`config.mk`:
```
export PLATFORM = sky130hd
export DESIGN_NAME = zxdma_ctrl
export DESIGN_NICKNAME = d
export VERILOG_FILES = /design/src/rtl/zxdma_pkg.sv /design/src/rtl/zxdma_sync.sv /design/src/rtl/zxdma_ctrl.sv
export SDC_FILE = /design/constraint.sdc
export NUM_CORES = 1
export LEC_CHECK = 0
export ABC_AREA = 0
export ABC_CLOCK_PERIOD_IN_PS = 2400
export CORE_ASPECT_RATIO = 1.75
export CORE_MARGIN = 2
export CORE_UTILIZATION = 48
export DETAILED_ROUTE_END_ITERATION = 12
export PLACE_DENSITY = 0.81
export SYNTH_ARGS = -nofsm -noshare
export SYNTH_HDL_FRONTEND = slang
export SYNTH_SLANG_ARGS = --single-unit
```
`constraint.sdc`:
```
create_clock -name cpu_clock -period 2.4 [get_ports cpu_clock]
set_input_delay 0.6 -clock cpu_clock [delete_from_list [all_inputs] [get_ports cpu_clock]]
set_output_delay 0.6 -clock cpu_clock [all_outputs]
set_load 0.1 [all_outputs]
```
`src/rtl/zxdma_pkg.sv`:
```
// rtl/zxdma_pkg.sv - shared state encoding, register selects and constants for the ZX DMA sequencer
package zxdma_pkg;

    typedef enum logic [2:0] {
        ST_IDLE    = 3'd0,
        ST_RD_REQ  = 3'd1,
        ST_RD_HOLD = 3'd2,
        ST_WR_HOLD = 3'd3,
        ST_WR_REQ  = 3'd4
    } state_e;

    localparam logic [1:0] SEL_PTRL = 2'd0;
    localparam logic [1:0] SEL_PTRM = 2'd1;
    localparam logic [1:0] SEL_PTRH = 2'd2;
    localparam logic [1:0] SEL_CTRL = 2'd3;

    localparam int CTRL_DMA_ON  = 0;
    localparam int CTRL_AUTOINC = 1;
    localparam int CTRL_BUSY    = 6;
    localparam int CTRL_ERR     = 7;

    localparam logic [7:0] IDLE_DATA = 8'hFF;

endpackage

```
`src/rtl/zxdma_sync.sv`:
```
// rtl/zxdma_sync.sv - two-flop synchronizer for the asynchronous ZX strobes
module zxdma_sync (
    input  logic clk,
    input  logic rst_n,
    input  logic d_i,
    output logic q_o
);

    logic meta_q;
    logic sync_q;

    // Two back-to-back flops; the first may go metastable, the second settles it
    always_ff @(posedge clk or negedge rst_n) begin
        if (!rst_n) begin
            meta_q <= 1'b0;
            sync_q <= 1'b0;
        end else begin
            meta_q <= d_i;
            sync_q <= meta_q;
        end
    end

    assign q_o = sync_q;

endmodule

```
`src/rtl/zxdma_ctrl.sv`:
```
// rtl/zxdma_ctrl.sv - ZX-bus DMA sequencer into NGS memory (optional ZXDMA_TIMEOUT_EN adds a request timeout)
module zxdma_ctrl
    import zxdma_pkg::*;
#(
    parameter int ADDR_W = 19,
    parameter int TO_W   = 8
) (
    input  logic              cpu_clock,
    input  logic              rst_n,
    input  logic              cfg_wr,
    input  logic [1:0]        cfg_sel,
    input  logic [7:0]        cfg_din,
    output logic [7:0]        cfg_dout,
    output logic              dma_on,
    input  logic              dmaread,
    input  logic              dmawrite,
    input  logic [7:0]        dma_data_written,
    output logic [7:0]        dma_data_toberead,
    output logic              wait_ena,
    output logic              mem_req,
    output logic              mem_rnw,
    output logic [ADDR_W-1:0] mem_addr,
    output logic [7:0]        mem_wdata,
    input  logic [7:0]        mem_rdata,
    input  logic              mem_ack
);

    state_e            state_q, state_d;
    logic [ADDR_W-1:0] ptr_q, ptr_d;
    logic              dma_on_q, dma_on_d;
    logic              autoinc_q, autoinc_d;
    logic              wait_q, wait_d;
    logic              req_q, req_d;
    logic              rnw_q, rnw_d;
    logic [7:0]        wdata_q, wdata_d;
    logic [7:0]        rdata_q, rdata_d;
    logic              rs, ws;
    logic              step;
    logic              timeout;
    logic              err;
    logic              in_req;

    zxdma_sync u_sync_rd (.clk(cpu_clock), .rst_n(rst_n), .d_i(dmaread),  .q_o(rs));
    zxdma_sync u_sync_wr (.clk(cpu_clock), .rst_n(rst_n), .d_i(dmawrite), .q_o(ws));

    assign in_req = (state_q == ST_RD_REQ) || (state_q == ST_WR_REQ);

`ifdef ZXDMA_TIMEOUT_EN
    localparam logic [TO_W-1:0] TO_LAST = TO_W'((1 << TO_W) - 2);

    logic [TO_W-1:0] to_cnt_q;
    logic            err_q;

    // Last counted cycle without an ack ends the request as if it had been acked
    assign timeout = in_req && !mem_ack && (to_cnt_q == TO_LAST);
    assign err     = err_q;

    // Request-duration counter, cleared whenever no request is waiting
    always_ff @(posedge cpu_clock or negedge rst_n) begin
        if (!rst_n) begin
            to_cnt_q <= '0;
        end else if (in_req && !mem_ack && !timeout) begin
            to_cnt_q <= to_cnt_q + TO_W'(1);
        end else begin
            to_cnt_q <= '0;
        end
    end

    // Sticky error flag: set on timeout, cleared by a control write with bit 7 set
    always_ff @(posedge cpu_clock or negedge rst_n) begin
        if (!rst_n) begin
            err_q <= 1'b0;
        end else if (timeout) begin
            err_q <= 1'b1;
        end else if (cfg_wr && (cfg_sel == SEL_CTRL) && cfg_din[CTRL_ERR]) begin
            err_q <= 1'b0;
        end
    end
`else
    assign timeout = 1'b0;
    assign err     = 1'b0;
`endif

    // State register
    always_ff @(posedge cpu_clock or negedge rst_n) begin
        if (!rst_n) begin
            state_q <= ST_IDLE;
        end else begin
            state_q <= state_d;
        end
    end

    // Next state plus next values of every registered output, derived from the state being entered
    always_comb begin
        state_d   = state_q;
        step      = 1'b0;
        dma_on_d  = dma_on_q;
        autoinc_d = autoinc_q;
        rdata_d   = rdata_q;
        wdata_d   = wdata_q;
        ptr_d     = ptr_q;

        if (cfg_wr && (cfg_sel == SEL_CTRL)) begin
            dma_on_d  = cfg_din[CTRL_DMA_ON];
            autoinc_d = cfg_din[CTRL_AUTOINC];
        end

        case (state_q)
            ST_IDLE: begin
                if (ws) begin
                    state_d = ST_WR_HOLD;
                end else if (rs) begin
                    state_d = ST_RD_REQ;
                end
            end
            ST_RD_REQ: begin
                if (mem_ack || timeout) begin
                    step    = 1'b1;
                    rdata_d = mem_ack ? mem_rdata : IDLE_DATA;
                    state_d = ST_RD_HOLD;
                end
            end
            ST_RD_HOLD: begin
                if (!rs) begin
                    state_d = ST_IDLE;
                end
            end
            ST_WR_HOLD: begin
                // The ZX write data is only stable once its strobe has gone away
                if (!ws) begin
                    wdata_d = dma_data_written;
                    state_d = ST_WR_REQ;
                end
            end
            ST_WR_REQ: begin
                if (mem_ack || timeout) begin
                    step    = 1'b1;
                    state_d = ST_IDLE;
                end
            end
            default: state_d = ST_IDLE;
        endcase

        if (step && autoinc_q) begin
            ptr_d = ptr_q + ADDR_W'(1);
        end

        // A pointer write from the NGS side overrides a same-cycle step
        if (cfg_wr) begin
            case (cfg_sel)
                SEL_PTRL: begin
                    ptr_d      = ptr_q;
                    ptr_d[7:0] = cfg_din;
                end
                SEL_PTRM: begin
                    ptr_d       = ptr_q;
                    ptr_d[15:8] = cfg_din;
                end
                SEL_PTRH: begin
                    ptr_d              = ptr_q;
                    ptr_d[ADDR_W-1:16] = cfg_din[ADDR_W-17:0];
                end
                default: ;
            endcase
        end

        req_d  = (state_d == ST_RD_REQ) || (state_d == ST_WR_REQ);
        rnw_d  = (state_d != ST_WR_REQ);
        wait_d = dma_on_d && ((state_d == ST_IDLE) || req_d);
    end

    // Pointer, control bits and registered outputs
    always_ff @(posedge cpu_clock or negedge rst_n) begin
        if (!rst_n) begin
            ptr_q     <= '0;
            dma_on_q  <= 1'b0;
            autoinc_q <= 1'b0;
            wait_q    <= 1'b0;
            req_q     <= 1'b0;
            rnw_q     <= 1'b1;
            wdata_q   <= 8'h00;
            rdata_q   <= IDLE_DATA;
        end else begin
            ptr_q     <= ptr_d;
            dma_on_q  <= dma_on_d;
            autoinc_q <= autoinc_d;
            wait_q    <= wait_d;
            req_q     <= req_d;
            rnw_q     <= rnw_d;
            wdata_q   <= wdata_d;
            rdata_q   <= rdata_d;
        end
    end

    // Combinational register readback
    always_comb begin
        case (cfg_sel)
            SEL_PTRL: cfg_dout = ptr_q[7:0];
            SEL_PTRM: cfg_dout = ptr_q[15:8];
            SEL_PTRH: cfg_dout = 8'(ptr_q[ADDR_W-1:16]);
            default:  cfg_dout = {err, (state_q != ST_IDLE), 4'b0000, autoinc_q, dma_on_q};
        endcase
    end

    assign dma_on            = dma_on_q;
    assign wait_ena          = wait_q;
    assign mem_req           = req_q;
    assign mem_rnw           = rnw_q;
    assign mem_addr          = ptr_q;
    assign mem_wdata         = wdata_q;
    assign dma_data_toberead = rdata_q;

endmodule
```
* Word level (Yosys, flattened, before mapping)
Cells that the tools add are included.
Widths: inputs -> output; s select.
** Storage, ports and cells
- Register bits after elaboration :: 47
- Logic and storage cells :: 59
- Output and inout bits :: 47
** Cells by class
- Bitwise gates (word level) :: 1
- Add/sub/neg operators :: 1
- Equal/unequal tests :: 13
- Reduce and logical (&&, ||, !) cells :: 15
- Multiplexer cells :: 14
** Operator list (count)
- $pmux 19 s3 :: 1
- $mux 19 :: 2
- $pmux 8 s3 :: 1
- $add 19x1->19 const B :: 1
- $mux 3 :: 6
- $pmux 3 s5 :: 1
- $reduce_and 2->1 :: 5
- $eq 3x1->1 const B :: 2
- $eq 3x2->1 const B :: 2
- $eq 3x3->1 const B :: 2
- $logic_not 3->1 :: 2
- $ne 2x2->1 const B :: 3
- $eq 2x2->1 const B :: 2
- $logic_and 1x1->1 :: 3
- $mux 1 :: 3
- $ne 3x3->1 const B :: 1
- $reduce_bool 3->1 :: 1
- $eq 2x1->1 const B :: 1
- $logic_not 2->1 :: 1
- $logic_or 1x1->1 :: 2
- $reduce_or 2->1 :: 1
- $not 1->1 :: 1

* Depth between registers and ports, before layout
Gate-level depths: netlist (run 1).
- Depth after elaboration :: 7
- Gate-level depth with buffers :: 7
- Depth with buffers taken out :: 6

* Modules after synthesis
Synthesis (run 1) repeated with hierarchy kept, for this count alone.
** Unflattened totals
- Cell total of the unflattened synthesis :: 307
- Area total of the unflattened synthesis :: 3042.9 um^2
** Modules (own cells, without submodules)
- zxdma_ctrl :: area an instance 2942.8 um^2, times used 1, cells each 303
- zxdma_sync :: area an instance 50.0 um^2, times used 2, cells each 2

* Worst setup path before layout (run 1)
OpenSTA, ideal clock, no wires.
- Path kind :: register to output
- Start :: register ptr_q[10] (netlist: mem_addr[10])
- End :: output port cfg_dout[2]
- Arrival time :: 3.536 ns
- Stages on the path, launching flop included :: 5
- Data required time :: 1.800 ns
- Buffers on the path :: 1
- Setup slack :: -1.736 ns
- Path through :: dfrtp_1 > clkbuf_1 > nand2_1 > a21boi_0 > o21ai_0
** On the way
- Cells in the longest elaborated chain, start to end :: 1
** RTL lines
- from (decl) :: RTL line zxdma_ctrl.sv:29 : logic [ADDR_W-1:0] ptr_q, ptr_d;
- from (signal assigned) :: RTL line zxdma_ctrl.sv:184 : ptr_q <= ptr_d;
- $pmux 8 s3 :: RTL line zxdma_ctrl.sv:197 : case (cfg_sel)
- to (decl) :: RTL line zxdma_ctrl.sv:13 : output logic [7:0] cfg_dout,
No other way between the ends.

* Final worst setup path (run 1)
- Start :: input port cfg_sel[1]
- End :: output port cfg_dout[0]
** On the way
- Cells in the longest elaborated chain, start to end :: 2
- Elaborated cells between the ends (all ways) :: 4
- Those cells by class :: 2 x eq/ne; 1 x mux; 1 x reduce/logical
** RTL lines
- from (decl) :: RTL line zxdma_ctrl.sv:11 : input logic [1:0] cfg_sel,
- $eq 2x2->1, or another cell as far along :: RTL line zxdma_ctrl.sv:197
- $pmux 8 s3 * :: RTL line zxdma_ctrl.sv:197
Every way passes the cells marked *; elsewhere a longest branch is shown, timed or not.

==> impl_metrics.tcl, run 1 <==
set metrics [dict create \
    outcome "finished, final reports clean" \
    setup.worst_path.class "in2out" \
    finalMaxSlewViolations 0 \
    design_power_total_uw 5208 \
    clock_sinks 47 \
    initial_core_util_pct 49.39 \
    synthTopCellsByArea "sky130_fd_sc_hd__dfrtp_1 35%, sky130_fd_sc_hd__dfstp_2 8.7%, sky130_fd_sc_hd__mux2_2 8.7%" \
    fp-row-count 36 \
    slowest_stage "sky130_fd_sc_hd__clkdlybuf4s50_1" \
    critPathBufInv 3 \
    number_of_distinct_library_cell_variants_in_the_gate_level_netlist_after_synthesis 54 \
    placement.io_buffers 78 \
    synth.yosys.seq_area_share_pct 43.75 \
    synth_top_cell_area_share_pct 35.04 \
    relative_slew_margins_pct 59.69 \
    min_period_over_period_pct 98.45 \
    cellInternalPower_uw 2296 \
    synth.cell_area_sq_um 2714 \
    required_time_of_the_critical_path_ns 1.80 \
    holdCritPathClass "reg2reg" \
    die_width_microns 60.84 \
    power.density_cell_area_nw_per_um2 1349 \
    hold_depth 0 \
    crit_path_max_fanout 10 \
    r2r.worst_path.cells 6 \
    finClkSkew_ns 0.007577 \
    clock_tree.buffer_depth 2 \
    cts_tree "done" \
    postLayoutSetupSlackWorst_ns 0.03708 \
    worstHoldEndpoint "u_sync_rd.q_o$_DFF_PN0_" \
    crit_chain "clkdlybuf4s50_1 > buf_6 > mux4_2 > buf_12" \
    remaining_drc_errors 0 \
    gpl.final_weighted_congestion 0.8855 \
    route.vias.total 2499 \
    first_pass_grt_wire_length_mm 11.96 \
    cts_setup_buffers 0 \
    insertedDiodeCount 0 \
    clockRootBuffer "sky130_fd_sc_hd__clkbuf_8" \
    global_route.overflow_total 0 \
    area.growth.synth_to_final_pct 42.28 \
    dp_hpwl_mm 5.810 \
    power.share.combinational_pct 61.3 \
    timing.rr.end "mem_addr[10]$_DFFE_PN0P_" \
    worst-slew-pin-transition_ns 0.6046 \
    post_layout_nonfiller_instances 433 \
    die_area_sq_um 6295 \
    startpoint_kind_of_the_worst_setup_timing_path "input pin" \
    finish.net_count 389 \
    number_of_global_route_vias_before_repair 2487 \
    placed_cells_incl_taps 425 \
    setup.worst_path.end_class "primary output" \
    p_switching_uw 2912 \
    post_synth_inst_count 267 \
    critical_path.top_delay_family "buffers and inverters" \
    grt_max_degree 48 \
    final_layout_size_suffix_gt1_share_pct 38.66 \
    rsz0062_at_grt "no" \
    switching_share_pct 55.91 \
    number_of_synthesized_flops_with_an_enable_pin 0 \
    detailedRoute.firstPassIterationCount 5 \
    detail-route-antenna-nets 0 \
    starting_drc_count_in_detailed_routing 126 \
    fmax_mhz 423.2 \
    synth_ff_type "sky130_fd_sc_hd__dfrtp_1" \
    htreeDepth 2 \
    synth_fp_nets 300 \
    arrival_ns 1.76 \
    worstSkewPairLatency_ns 0.31 \
    max_cap_viol 0 \
    cts-resized-gates 4 \
    synth.most_common_cell "sky130_fd_sc_hd__dfrtp_1" \
    cts.clk_slew.worst_paths_ns 0.08 \
    floorplan.io_pins 79 \
    critical_path.max_stage_delay_ns 0.47 \
    final.setup.tns_ns 0 \
    synth-seq-cells 47 \
    wl_final_mm 7.594 \
    vias_per_cell 5.771 \
    finalCriticalPeriod_ns 2.363 \
    regToRegStartpoint "mem_addr[0]$_DFFE_PN0P_" \
    timing.hold.worst.start "u_sync_rd.meta_q$_DFF_PN0_" \
    p_seq_share_pct 26.7 \
    filler_cell_count 422 \
    worst-r2r-setup-slack_ns 0.52 \
    synth.yosys.warnings 0 \
    antenna_found_initial 0 \
    core_sq_um 5495 \
    finalHoldViolations 0 \
    track_usage_pct 25.41 \
    syn_avg_cell_area_sq_um 10.16 \
    p_clk_share_pct 12.1 \
    die_h_microns 103.5 \
    power.static_leakage_uw 0.001630 \
    setup_viol_count_final 0 \
    post_cts_hold_buffer_count 0 \
    worst_ir_drop_vdd_uv 1410 \
    route.detailed.wl_per_inst_microns 17.54 \
    placement.setup.worst_slack_ns -0.2196 \
    synth_commonest_cells "38 x sky130_fd_sc_hd__dfrtp_1, 21 x sky130_fd_sc_hd__mux2_2, 21 x sky130_fd_sc_hd__nand2_1, 20 x sky130_fd_sc_hd__nor2_1, 15 x sky130_fd_sc_hd__o21ai_0" \
    share_of_synthesized_flip_flops_with_an_asynchronous_set_or_reset_pct 100.0 \
    synth_largest_area_cell "sky130_fd_sc_hd__dfrtp_1" \
    cts_buffers 5 \
]
## layout make-up
cell class	count	area [sq um]	share of cell area, %
sequential	47	1197	31.01
inverter	4	15.01	0.3889
clock buffer	6	82.58	2.139
multi-input combinational	195	1480	38.33
tap	76	95.09	2.463
timing repair buffer	103	952.2	24.66
clock inverter	2	38.79	1.005
## layout by cell type, fill, tap and decap left out, drive strengths merged, types with 3 or more instances in the layout
| master | n |
|---|---|
| buf | 73 |
| o21ai | 16 |
| a22oi | 4 |
| nand2 | 21 |
| a21oi | 10 |
| mux2 | 21 |
| mux2i | 8 |
| xnor2 | 7 |
| o22ai | 4 |
| inv | 5 |
| nand3b | 3 |
| clkdlybuf4s50 | 29 |
| a211oi | 5 |
| nand3 | 12 |
| clkbuf | 6 |
| nor3 | 5 |
| nand4 | 5 |
| dfstp | 9 |
| and3 | 4 |
| dfrtp | 38 |
| a221oi | 3 |
| a311oi | 3 |
| nor2 | 21 |
| nor2b | 8 |
| xor2 | 8 |
## worst max-delay path by stage
stage / from / to / slack [ns] / depth (start not counted)
after detailed placement: cfg_sel[0] / cfg_dout[6] / -0.22 / 7
after global routing: cfg_sel[1] / cfg_dout[0] / 0.02 / 4
after floorplan: cfg_sel[1] / cfg_dout[2] / -0.02 / 5
final: cfg_sel[1] / cfg_dout[0] / 0.04 / 4
after global placement: cfg_sel[0] / cfg_dout[0] / -0.17 / 4
after CTS: cfg_sel[1] / cfg_dout[0] / 0.005 / 4
## layer usage
layer	GRT usage, %	part of all wire [%]	vias up
li1	-	-	1143
met3	4.104	5.0	26
met1	28.43	36	1218
met2	44.42	55	112
met4	14.05	4.4	0
met5	0	0	-
## registers in the layout, summed over array words and instances (netlist names), 3 cells and up
| name | count |
|---|---|
| dma_data_toberead | 8 |
| mem_addr | 19 |
| mem_wdata | 8 |
| state_q | 3 |
## cell families after synthesis
kind of cell	after synthesis	share of synthesized area, %
and+or+nand+nor	90	18.86
AOI/OAI and AO/OA	58	14.15
DFF	47	43.75
muxes	31	13.32
buffers and inverters	25	4.334
xor gates and xnor gates	15	5.118
adders and majority gates	1	0.4610
## power by group through the flow
| stage | Combinational [uW] | Clock (uW) | Sequential [uW] |
|---|---|---|---|
| after global placement | 3160 | 0 | 1390 |
| final | 3190 | 630 | 1390 |
| after CTS | 3210 | 642 | 1390 |
| after detailed placement | 3200 | 0 | 1410 |
| after floorplan | 918 | 0 | 2950 |
| after global routing | 3310 | 665 | 1430 |
## through the flow
stage / util, % / hold WS, ns / instance area, sq um
2_1_floorplan: - / 0.3044 / 2788
3_3_place_gp: 67.83 / 0.3370 / 3727
3_5_place_dp: 67.83 / 0.3420 / 3727
4_1_cts: 70.20 / 0.3632 / 3857
5_1_grt: 70.26 / 0.3642 / 3861
6_report: 70.26 / 0.3589 / 3861
Note: power is estimated with default switching activity, not from simulation.
==> run 2, diff against run 1 <==
- CTS_BUF_LIST: unset -> sky130_fd_sc_hd__clkbuf_16
==> impl_metrics.tcl, run 2 (synthesis gave the netlist of run 1 again) <==
set metrics [dict create \
    outcome "finished, final reports clean" \
    relative_slew_margins_pct 59.84 \
    worst-slew-pin-transition_ns 0.6023 \
    cts_tree "done" \
    setup.worst_path.end_class "primary output" \
    floorplan.io_pins 79 \
    fmax_mhz 421.9 \
    clock_tree.buffer_depth 2 \
    gpl.final_weighted_congestion 0.8855 \
    crit_chain "clkdlybuf4s50_1 > buf_6 > mux4_2 > buf_12" \
    route.detailed.wl_per_inst_microns 17.62 \
    holdCritPathClass "reg2reg" \
    starting_drc_count_in_detailed_routing 116 \
    antenna_found_initial 0 \
    cts_setup_buffers 0 \
    dp_hpwl_mm 5.810 \
    power.density_cell_area_nw_per_um2 1378 \
    crit_path_max_fanout 10 \
    finClkSkew_ns 0.006902 \
    critPathBufInv 3 \
    multi_input_comb_area_sq_um 1480 \
    placement.io_buffers 78 \
    remaining_drc_errors 0 \
    post_cts_hold_buffer_count 0 \
    final_layout_size_suffix_gt1_share_pct 38.38 \
    area.growth.synth_to_final_pct 43.98 \
    mostFrequentLayoutCell "sky130_fd_sc_hd__buf_4" \
    design_power_total_uw 5383 \
    cts.clk_slew.worst_paths_ns 0.06 \
    initial_core_util_pct 49.39 \
    die_h_microns 103.5 \
    fp-row-count 36 \
    grt_max_degree 48 \
    die_area_sq_um 6295 \
    finalHoldViolations 0 \
    critical_path.max_stage_delay_ns 0.47 \
    largest_register_ffs 19 \
    core_sq_um 5495 \
    placed_cells_incl_taps 425 \
    track_usage_pct 25.56 \
    regToRegStartpoint "mem_addr[0]$_DFFE_PN0P_" \
    route.vias.total 2457 \
    vias_per_cell 5.674 \
    number_of_global_route_vias_before_repair 2517 \
    global_route.overflow_total 0 \
    power.static_leakage_uw 0.001650 \
    place_area_sq_um 3727 \
    layout.area.seq_sq_um 1197 \
    worstSkewPairLatency_ns 0.29 \
    arrival_ns 1.77 \
    slowest_stage "sky130_fd_sc_hd__clkdlybuf4s50_1" \
    max_cap_viol 0 \
    clock_sinks 47 \
    setup.worst_path.class "in2out" \
    rsz0062_at_grt "no" \
    fin_area_sq_um 3908 \
    min_period_over_period_pct 98.77 \
    detailedRoute.firstPassIterationCount 4 \
    timing.rr.end "mem_addr[10]$_DFFE_PN0P_" \
    insertedDiodeCount 0 \
    worst_ir_drop_vdd_uv 1412 \
    finalCoreUtilization_pct 71.11 \
    finish.net_count 389 \
    cts_buffers 5 \
    worstHoldEndpoint "u_sync_rd.q_o$_DFF_PN0_" \
    mostFrequentLayoutCells "62 x sky130_fd_sc_hd__buf_4, 30 x sky130_fd_sc_hd__dfrtp_1, 29 x sky130_fd_sc_hd__clkdlybuf4s50_1, 21 x sky130_fd_sc_hd__nand2_1, 21 x sky130_fd_sc_hd__mux2_2" \
    cts-resized-gates 4 \
    worst-r2r-setup-slack_ns 0.50 \
    r2r.worst_path.cells 6 \
    first_pass_grt_wire_length_mm 12.05 \
    required_time_of_the_critical_path_ns 1.80 \
    post_layout_nonfiller_instances 433 \
    die_width_microns 60.84 \
    setup_viol_count_final 0 \
    finalMaxSlewViolations 0 \
    htreeDepth 2 \
    startpoint_kind_of_the_worst_setup_timing_path "input pin" \
    detail-route-antenna-nets 0 \
    finalCriticalPeriod_ns 2.370 \
    clockRootBuffer "sky130_fd_sc_hd__clkbuf_16" \
    filler_cell_count 409 \
    timing.hold.worst.start "u_sync_rd.meta_q$_DFF_PN0_" \
    critical_path.top_delay_family "buffers and inverters" \
    hold_depth 0 \
    wl_final_mm 7.630 \
]
-- run 2: worst reg2reg max path, stage by stage, from the launching register on --
cell                       delay (ns)
sky130_fd_sc_hd__dfrtp_1         0.51
sky130_fd_sc_hd__ha_1            0.22
sky130_fd_sc_hd__and4b_1         0.22
sky130_fd_sc_hd__nand3_1         0.15
sky130_fd_sc_hd__nor2_4          0.19
sky130_fd_sc_hd__mux2_2          0.35
sky130_fd_sc_hd__a211oi_1        0.16
-- run 2: final cells by class --
class,count,share of cell area (%)
Sequential cell,47,30.64
Multi-Input combinational cell,195,37.88
Clock inverter,3,1.089
Clock buffer,5,3.202
Tap cell,76,2.434
Inverter,4,0.3842
Timing Repair Buffer,103,24.37
-- run 2: where the power goes --
group	total, uW	switching, uW	internal, uW
registers	1390	288	1100
logic	3190	2340	852
clock network	797	306	492
-- run 2: routing by layer --
| metal | track usage [%] | routed length [microns] | up-vias | share of wire (%) |
|---|---|---|---|---|
| met3 | 4.353 | 328 | 19 | 4.3 |
| met4 | 13.88 | 218 | 0 | 2.9 |
| met1 | 29.07 | 2794 | 1204 | 37 |
| met2 | 44.17 | 4289 | 90 | 56 |
| met5 | 0 | 0 | - | 0 |
| li1 | - | - | 1144 | - |
-- run 2: how the worst max path moves through the flow --
stage / startpoint / endpoint / cells past startpoint
after CTS: cfg_sel[1] / cfg_dout[0] / 4
after detailed placement: cfg_sel[0] / cfg_dout[6] / 7
final: cfg_sel[1] / cfg_dout[0] / 4
after global placement: cfg_sel[0] / cfg_dout[0] / 4
after floorplan: cfg_sel[1] / cfg_dout[2] / 5
after global routing: cfg_sel[1] / cfg_dout[0] / 4
-- run 2: per-stage QoR --
step | worst slack, ns | TNS (ns) | hold WS [ns]
floorplan | -0.01970 | -0.01970 | 0.3044
global placement | -0.1749 | -0.8594 | 0.3370
detailed placement | -0.2196 | -0.9354 | 0.3420
CTS | 0.002016 | 0 | 0.3566
global route | 0.006182 | 0 | 0.3568
finish | 0.02956 | 0 | 0.3532
